===== src/rtl/demux7_dispatcher_pkg.sv =====
// Shared constants, state encoding and helpers for the 7-way demux dispatcher.
// Contents:
//   Width/Nch/SelW         - datapath word width, channel count, select width
//   StallMax/StallCntW     - stall threshold and its counter width
//   IllegalDest/LastCh     - unused select code and the highest legal channel
//   state_e                - dispatcher FSM states
//   onehot()               - select code to per-channel valid vector
package demux7_dispatcher_pkg;

    localparam int unsigned Width     = 13;
    localparam int unsigned Nch       = 7;
    localparam int unsigned SelW      = 3;
    localparam int unsigned StallMax  = 15;
    localparam int unsigned StallCntW = 4;

    localparam logic [SelW-1:0] IllegalDest = 3'd7;
    localparam logic [SelW-1:0] LastCh      = 3'd6;

    typedef enum logic {
        StIdle = 1'b0,
        StHold = 1'b1
    } state_e;

    function automatic logic [Nch-1:0] onehot(input logic [SelW-1:0] s);
        logic [Nch-1:0] v;
        v    = '0;
        v[s] = 1'b1;
        return v;
    endfunction

endpackage


===== src/rtl/demux7_dispatcher_if.sv =====
// Handshake bundle between the producer, the dispatcher and the demux consumers.
// Signals:
//   in_valid/in_ready/in_data/in_dest/mode - producer side word handshake
//   sel/out_data                           - demux select and data
//   out_valid/out_ready                    - per-consumer handshake
//   drop_err/stall                         - status
// Modports: slave = dispatcher view, master = producer/consumer view.
interface demux7_dispatcher_if;
    import demux7_dispatcher_pkg::*;

    logic             in_valid;
    logic [Width-1:0] in_data;
    logic [SelW-1:0]  in_dest;
    logic             mode;
    logic             in_ready;
    logic [SelW-1:0]  sel;
    logic [Width-1:0] out_data;
    logic [Nch-1:0]   out_valid;
    logic [Nch-1:0]   out_ready;
    logic             drop_err;
    logic             stall;

    modport slave (
        input  in_valid, in_data, in_dest, mode, out_ready,
        output in_ready, sel, out_data, out_valid, drop_err, stall
    );

    modport master (
        output in_valid, in_data, in_dest, mode, out_ready,
        input  in_ready, sel, out_data, out_valid, drop_err, stall
    );

endinterface


===== src/rtl/demux7_dispatcher_rr_pointer.sv =====
// Round-robin channel pointer: mod-Nch wrap counter with advance enable.
// Ports:
//   clk_i       - clock
//   rst_ni      - synchronous active-low reset (pointer -> 0)
//   advance_i   - step to the next channel this cycle
//   ptr_o       - current pointer
//   ptr_next_o  - value the pointer takes at the next edge
module demux7_dispatcher_rr_pointer
    import demux7_dispatcher_pkg::*;
(
    input  logic            clk_i,
    input  logic            rst_ni,
    input  logic            advance_i,
    output logic [SelW-1:0] ptr_o,
    output logic [SelW-1:0] ptr_next_o
);

    logic [SelW-1:0] ptr_q, ptr_d;

    always_comb begin
        ptr_d = ptr_q;
        if (advance_i) begin
            ptr_d = (ptr_q == LastCh) ? '0 : ptr_q + 1'b1;
        end
    end

    always_ff @(posedge clk_i) begin
        if (!rst_ni) begin
            ptr_q <= '0;
        end else begin
            ptr_q <= ptr_d;
        end
    end

    assign ptr_o      = ptr_q;
    assign ptr_next_o = ptr_d;

endmodule


===== src/rtl/demux7_dispatcher.sv =====
// Dispatcher sequencing the external 7-way demux: takes one word at a time from
// the producer, holds it in the output register and presents it to the chosen
// consumer until that consumer is ready. Round-robin or directed routing.
// Ports:
//   clk_i   - clock, rising edge
//   rst_ni  - synchronous active-low reset; discards any held word
//   dsp_io  - handshake bundle (slave modport), see demux7_dispatcher_if
module demux7_dispatcher
    import demux7_dispatcher_pkg::*;
(
    input logic                clk_i,
    input logic                rst_ni,
    demux7_dispatcher_if.slave dsp_io
);

    state_e               state_q, state_d;
    logic [SelW-1:0]      sel_q, sel_d;
    logic [Width-1:0]     data_q, data_d;
    logic                 rr_word_q, rr_word_d;  // held word was routed round-robin
    logic                 drop_q, drop_d;
    logic [StallCntW-1:0] stall_cnt_q, stall_cnt_d;

    logic            hold, transfer, accept, drop, load;
    logic [SelW-1:0] rr_ptr, rr_next, channel;

    // A mode-0 word accepted in the same cycle as a round-robin transfer must
    // take the post-advance pointer, otherwise full-rate streams repeat a channel.
    demux7_dispatcher_rr_pointer u_rr_pointer (
        .clk_i      (clk_i),
        .rst_ni     (rst_ni),
        .advance_i  (transfer & rr_word_q),
        .ptr_o      (rr_ptr),
        .ptr_next_o (rr_next)
    );

    always_comb begin
        hold     = (state_q == StHold);
        transfer = hold & dsp_io.out_ready[sel_q];
        accept   = dsp_io.in_valid & (~hold | dsp_io.out_ready[sel_q]);
        drop     = accept & dsp_io.mode & (dsp_io.in_dest > LastCh);
        load     = accept & ~drop;
        channel  = dsp_io.mode ? dsp_io.in_dest : rr_next;

        state_d     = state_q;
        sel_d       = sel_q;
        data_d      = data_q;
        rr_word_d   = rr_word_q;
        drop_d      = drop;
        stall_cnt_d = stall_cnt_q;

        if (load) begin
            state_d   = StHold;
            sel_d     = channel;
            data_d    = dsp_io.in_data;
            rr_word_d = ~dsp_io.mode;
        end else if (transfer || drop) begin
            state_d = StIdle;
        end

        if (load || transfer) begin
            stall_cnt_d = '0;
        end else if (hold && (stall_cnt_q != StallCntW'(StallMax))) begin
            stall_cnt_d = stall_cnt_q + 1'b1;
        end
    end

    always_ff @(posedge clk_i) begin
        if (!rst_ni) begin
            state_q     <= StIdle;
            sel_q       <= '0;
            data_q      <= '0;
            rr_word_q   <= 1'b0;
            drop_q      <= 1'b0;
            stall_cnt_q <= '0;
        end else begin
            state_q     <= state_d;
            sel_q       <= sel_d;
            data_q      <= data_d;
            rr_word_q   <= rr_word_d;
            drop_q      <= drop_d;
            stall_cnt_q <= stall_cnt_d;
        end
    end

    assign dsp_io.in_ready  = ~hold | dsp_io.out_ready[sel_q];
    assign dsp_io.sel       = sel_q;
    assign dsp_io.out_data  = data_q;
    assign dsp_io.out_valid = hold ? onehot(sel_q) : '0;
    assign dsp_io.drop_err  = drop_q;
    assign dsp_io.stall     = hold & (stall_cnt_q == StallCntW'(StallMax));

endmodule


===== src/flat_wrapper.sv =====
// flat-port wrapper written by rule: the top's interface ports become plain ports
module demux7_dispatcher_flat import demux7_dispatcher_pkg::*;
  (clk_i, rst_ni, dsp_io_in_valid, dsp_io_in_data, dsp_io_in_dest, dsp_io_mode, dsp_io_out_ready, dsp_io_in_ready, dsp_io_sel, dsp_io_out_data, dsp_io_out_valid, dsp_io_drop_err, dsp_io_stall);
  demux7_dispatcher_if dsp_io_i ();
  input logic clk_i;
  input logic rst_ni;
  input wire logic [$bits(dsp_io_i.in_valid)-1:0] dsp_io_in_valid;
  input wire logic [$bits(dsp_io_i.in_data)-1:0] dsp_io_in_data;
  input wire logic [$bits(dsp_io_i.in_dest)-1:0] dsp_io_in_dest;
  input wire logic [$bits(dsp_io_i.mode)-1:0] dsp_io_mode;
  input wire logic [$bits(dsp_io_i.out_ready)-1:0] dsp_io_out_ready;
  output wire logic [$bits(dsp_io_i.in_ready)-1:0] dsp_io_in_ready;
  output wire logic [$bits(dsp_io_i.sel)-1:0] dsp_io_sel;
  output wire logic [$bits(dsp_io_i.out_data)-1:0] dsp_io_out_data;
  output wire logic [$bits(dsp_io_i.out_valid)-1:0] dsp_io_out_valid;
  output wire logic [$bits(dsp_io_i.drop_err)-1:0] dsp_io_drop_err;
  output wire logic [$bits(dsp_io_i.stall)-1:0] dsp_io_stall;
  assign dsp_io_i.in_valid = dsp_io_in_valid;
  assign dsp_io_i.in_data = dsp_io_in_data;
  assign dsp_io_i.in_dest = dsp_io_in_dest;
  assign dsp_io_i.mode = dsp_io_mode;
  assign dsp_io_i.out_ready = dsp_io_out_ready;
  assign dsp_io_in_ready = dsp_io_i.in_ready;
  assign dsp_io_sel = dsp_io_i.sel;
  assign dsp_io_out_data = dsp_io_i.out_data;
  assign dsp_io_out_valid = dsp_io_i.out_valid;
  assign dsp_io_drop_err = dsp_io_i.drop_err;
  assign dsp_io_stall = dsp_io_i.stall;
  demux7_dispatcher u_core (.clk_i(clk_i), .rst_ni(rst_ni), .dsp_io(dsp_io_i));
endmodule

===== config.mk =====
export PLATFORM = sky130hd
export DESIGN_NAME = demux7_dispatcher_flat
export DESIGN_NICKNAME = d
export VERILOG_FILES = /design/src/rtl/demux7_dispatcher_pkg.sv /design/src/rtl/demux7_dispatcher_if.sv /design/src/rtl/demux7_dispatcher_rr_pointer.sv /design/src/rtl/demux7_dispatcher.sv /design/src/flat_wrapper.sv
export SDC_FILE = /design/constraint.sdc
export NUM_CORES = 1
export LEC_CHECK = 0
export BUFFER_PORTS_ARGS = -buffer_cell sky130_fd_sc_hd__buf_2
export CAP_MARGIN = 20
export CORE_AREA = 2 2 54 56
export CTS_CLUSTER_SIZE = 16
export DETAILED_ROUTE_END_ITERATION = 6
export DIE_AREA = 0 0 56 58
export PLACE_DENSITY = 0.76
export SLEW_MARGIN = 20
export SYNTH_ARGS = -nofsm -noshare
export SYNTH_HDL_FRONTEND = slang
export SYNTH_SLANG_ARGS = --single-unit

===== constraint.sdc =====
create_clock -name clk_i -period 4.5 [get_ports clk_i]
set_clock_uncertainty 0.05 [all_clocks]
set_input_delay 0.9 -clock clk_i [delete_from_list [all_inputs] [get_ports clk_i]]
set_output_delay 0.9 -clock clk_i [all_outputs]
set_load 0.05 [all_outputs]

==> Word-level counts from Yosys, hierarchy flattened <==
Cells that the tools add are included.
{ "totals": {"regBits": 26, "latchBits": 0, "ramBits": 0, "romBits": 0, "input_bits": 27, "out_inout_bits": 26, "wordCells": 43, "memories": 0} }
{ "classes": {"addsub": 2, "n_mul": 0, "div_mod_pow": 0, "order_cmp": 3, "eq_ne": 3, "shift": 0, "n_mux": 10, "bitwise_logic": 12, "n_reduce_logical": 6} }
{ "ops": {"columns": ["op", "count"], "rows": [
  ["3-bit two-way mux", 3],
  ["1-bit AND", 7],
  ["7-bit two-way mux", 1],
  ["4-bit by 1-bit adder with 4-bit output (second input constant)", 1],
  ["4-bit equality test (second input constant)", 1],
  ["3-bit by 4-bit < comparator with 1-bit output (second input constant)", 1],
  ["1-bit two-way mux", 4],
  ["4-bit inequality test (second input constant)", 1],
  ["1-bit NOT", 4],
  ["3-bit by 1-bit adder with 3-bit output (second input constant)", 1],
  ["1-bit binary-select mux with 3-bit select", 1],
  ["1-bit demux with 3-bit select", 1],
  ["3-bit equality test (second input constant)", 1],
  ["3-bit by 1-bit >= comparator with 1-bit output (second input constant)", 1],
  ["3-bit greater-than comparator (second input constant)", 1],
  ["1-bit logical AND", 2],
  ["1-bit logical OR", 2],
  ["2-bit nonzero test", 1],
  ["2-bit OR reduction", 1],
  ["1-bit bitwise OR", 1]
]} }

==> Logic depth before layout (Yosys ltp) <==
{ "logic_depth": {"ltp_word": 10, "ltp_mapped": 7, "ltp_nobuf": 5} }

==> Hierarchy <==
Synthesis repeated with hierarchy kept, for this count alone.
{ "hier_totals": {"hier_cells": 156, "hier_area_um2": 1348.8} }
{ "modules_own_cells": {"columns": ["mod", "n_inst", "cells_per_inst", "area_each_um2", "seq_area_each_um2"], "rows": [
  ["demux7_dispatcher", 1, 138, 1209.9, 460.4],
  ["demux7_dispatcher_rr_pointer", 1, 18, 138.9, 60.1]
]} }

==> Worst setup path before layout <==
OpenSTA, ideal clock, no wires.
{ "synth_path": {"path_type": "reg2out", "startpoint": "reg u_core.sel_q[2] (netlist: u_core.dsp_io.sel[2])", "endpoint": "out dsp_io_out_valid[4]", "arrival_time_ns": 1.914, "required_time_ns": 3.550, "path_slack_ns": 1.636, "stages_incl_launch_ff": 3, "n_path_buf": 0, "cell_sequence": "dfxtp_1 -> nand2_1 -> nor3_1"} }
{ "synth_between": {"elab_chain_len": 5, "word_cells_on_any_way": 6, "classes_between": "order compare (2); mux (3); reduce/logical (1)"} }
{ "synth_rtl": {"columns": ["item", "line_no", "source"], "rows": [
  ["from (decl)", "demux7_dispatcher.sv:17", "logic [SelW-1:0] sel_q, sel_d;"],
  ["from (signal assigned)", "demux7_dispatcher.sv:77", "sel_q <= sel_d;"],
  ["3-bit by 4-bit < comparator with 1-bit output (implied by the code) or 3-bit by 1-bit >= comparator with 1-bit output (tied branches)", "demux7_dispatcher_pkg.sv:27", "v[s] = 1'b1;"],
  ["1-bit logical AND (implied by the code)", "demux7_dispatcher_pkg.sv:27", null],
  ["1-bit two-way mux (implied by the code)", "demux7_dispatcher_pkg.sv:27", null],
  ["1-bit demux with 3-bit select (*)", null, null],
  ["7-bit two-way mux (*)", "demux7_dispatcher.sv:88", "assign dsp_io.out_valid = hold ? onehot(sel_q) : '0;"],
  ["to (decl)", "flat_wrapper.sv:15", "output wire logic [$bits(dsp_io_i.out_valid)-1:0] dsp_io_out_valid;"]
]} }
Every way passes the cells marked *; elsewhere a longest branch is shown, timed or not.

==> Worst setup path after layout <==
{ "layout_path": {"startpoint": "reg u_core.sel_q[0] (netlist: u_core.dsp_io.sel[0])", "endpoint": "out dsp_io_in_ready"} }
{ "layout_between": {"elab_chain_len": 3} }
{ "layout_rtl": {"columns": ["item", "line_no", "source"], "rows": [
  ["1-bit binary-select mux with 3-bit select", "demux7_dispatcher.sv:85", "assign dsp_io.in_ready = ~hold | dsp_io.out_ready[sel_q];"],
  ["1-bit two-way mux (implied by the code)", "demux7_dispatcher.sv:85", null],
  ["1-bit bitwise OR", "demux7_dispatcher.sv:85", null],
  ["to (decl)", "flat_wrapper.sv:12", "output wire logic [$bits(dsp_io_i.in_ready)-1:0] dsp_io_in_ready;"]
]} }
No other way between the ends. The select of a mux whose other input is x is not followed.

==> out/qor.csv <==
metric,value,unit
cts.sinks,26,
synthTopCellsByCount,"26 x dfxtp_1, 25 x nor2_1, 17 x mux2i_1, 10 x nand2_1, 7 x a21oi_1",
worst_pin_slew,0.7167,ns
layout.nets,214,
place_inst,212,
outcome,"finished, final reports clean",
path_clk_slew,0.14,ns
r2r.worst_path.cells,5,
fin_crit_sh,68.59,%
ff2ff_setup_slack,1.99,ns
cts_tree,built,
cts_root_buf,clkbuf_4,
whs,0.4563,ns
grt_pass1_vias,1077,
core_area,0.002663,sq mm
yosysUniqueCellTypes,37,
cp.depth,4,
grtUsageTotal,17.34,%
synth_area,0.001264,sq mm
antenna_found_initial,0,
vias,1166,
path_buf_inv,1,
diodes,0,
period_minus_slack,3.087,ns
die_h,58,microns
crit_path_end,dsp_io_in_ready,
worst_path_max_delay_cell,dfxtp_1,
synth-async-reset-ratio,0,%
hold_buffers,0,
wl_met1,1.202,mm
synth-seq-cells,26,
ys_seq_area_share,41.19,%
dpl.hpwl,2.155,mm
clk_latency,0.31,ns
first_pass_iters,4,
synth-edff-count,0,
ys_top_cells_by_area,"dfxtp_1 41%, mux2i_1 13%, nor2_1 7.4%",
power.leakage,0.0007210,uW
initialDrtViolationCount,37,
io_pins,53,
reg2reg_to,u_core.dsp_io.sel[2],
required,3.55,ns
crit_family,multiplexers,
routed_wl,2.757,mm
hp-class,register to register,
dp_slack,1.520,ns
dieArea,0.003248,sq mm
avgViaCountPerCell,5.398,
rsz0062_at_grt,no,
cp_max_fo,15,
crit_path_cell_trace,mux2i_1 > mux4_2 > nand2_1 > buf_2,
met3_wirelength,175,microns
yosysWarnings,0,
max_cap_viol_count,0,
rr_startpoint,u_core.dsp_io.sel[0],
finalHoldViolations,0,
drc_errors,0,
setup_violations,0,
fmax,324.0,MHz
worst_setup_path_start_kind,register,
synth_flop_cell,dfxtp_1,
worst_ir_drop_vdd,269.5,uV
finalSetupTns,0,ns
synth_nets,165,
netlist_instances,137,
final_cell_area,0.001579,sq mm
postCtsResizedCells,0,
post_drt_wl_per_cell,12.76,microns
synth.most_common_cell,dfxtp_1,
end_kind,primary output,
area_delta_synth_final,24.95,%
slew_headroom,52.11,%
antenna_left,0,
die_w,56,microns
rows,19,
grt_pass1_wl,4.505,mm
critPathKind,register to primary output,
powerDensity,341.5,mW/mm^2
post_cts_buffers,0,
drive_above_1_share,32.97,%
final.setup.worst_slack,1.413,ns
critPathMaxStageDelay,0.69,ns
yosys.area.top_type_share,41.19,%
wl_met2,1.309,mm
ctsHtreeMaxLevel,1,
fillerInstances,230,
yosysTopAreaCell,dfxtp_1,
post_dp_cell_area,0.001526,sq mm
grt_overflow,0,
port_buffers,52,
syn_avg_cell_area,9.224,sq um
gp_congestion,0.8235,
final_cell_count_no_fill,216,
arrival,2.14,ns
cts_buffers,3,
grt_max_degree,22,
max-clock-path-buffers,2,
highest_layer,met4,
drv_slew,0,
initial_core_util,47.46,%
crit_start,u_core.dsp_io.sel[0],
power by group:
part,internal (uW),total (uW),switching (uW)
clock,90.0,157,66.9
sequential,242,256,13.3
combinational,43.7,127,82.9
layout make-up:
cell class / count / area, sq um / share of cell area, %
multi-input cells: 100 / 695.7 / 44.06
inverters: 3 / 11.26 / 0.7132
clock buffers: 3 / 22.52 / 1.426
well taps: 31 / 38.79 / 2.456
flip-flops and latches: 26 / 520.5 / 32.96
repair buffers: 52 / 260.3 / 16.48
clock inverters: 1 / 30.03 / 1.902
logic make-up after synthesis:
| logic type | synth area share, % |
|---|---|
| compound gates | 11.88 |
| simple gates | 20.20 |
| fa+ha+maj | 0.9899 |
| mux | 19.70 |
| xor+xnor | 1.386 |
| flops | 41.19 |
| buf+inv | 4.653 |
routing by layer:
metal  up-vias  track usage [%]
met5         -                0
li1        578                -
met3        10            3.571
met1       525            19.97
met2        53            30.92
met4         0            8.163
worst min path at each step:
| stage | from | end | cells after the start |
|---|---|---|---|
| final | u_core.rr_word_q | u_core.rr_word_q | 2 |
| after global routing | u_core.rr_word_q | u_core.rr_word_q | 2 |
| after CTS | u_core.rr_word_q | u_core.rr_word_q | 2 |
| after detailed placement | u_core.dsp_io.out_data[8] | u_core.dsp_io.out_data[8] | 2 |
| after global placement | u_core.dsp_io.out_data[0] | u_core.dsp_io.out_data[0] | 2 |
| after floorplan | u_core.rr_word_q | u_core.rr_word_q | 2 |
registers in the layout, indices dropped and copies added (netlist names):
register and count:
u_core.stall_cnt_q 4, u_core.dsp_io.drop_err 1, u_core.rr_word_q 1, u_core.hold 1, u_core.dsp_io.sel 3, u_core.dsp_io.out_data 13
u_core.u_rr_pointer.ptr_o 3
cell usage in the layout, fill, tap and decap left out, types with 2 or more instances in the layout:
cell type | Yosys | routed
a21oi_1 | 7 | 6
mux2i_1 | 17 | 17
o21ai_0 | 2 | 2
nand4_1 | 3 | 3
clkbuf_4 | 0 | 3
mux2_1 | 3 | 3
mux4_2 | 2 | 2
nor2b_1 | 2 | 2
buf_2 | 2 | 52
nand2b_1 | 6 | 6
nor3_1 | 2 | 2
a31oi_1 | 2 | 2
nand2_1 | 10 | 10
nor2_1 | 25 | 25
dfxtp_1 | 26 | 26
inv_1 | 2 | 2
stage by stage:
stage	utilization [%]	power (uW)
floorplan	-	355.0
global placement	57.05	383.2
detailed placement	57.33	388.3
CTS	59.30	544.4
global route	59.30	562.7
finish	59.30	539.3
tightest hold or removal path, cell delays in order, from the launching register on:
cell and delay (ns):
dfxtp_1 0.35, nand2b_1 0.07, a21oi_1 0.06
Power figures use the tool's default switching activity.
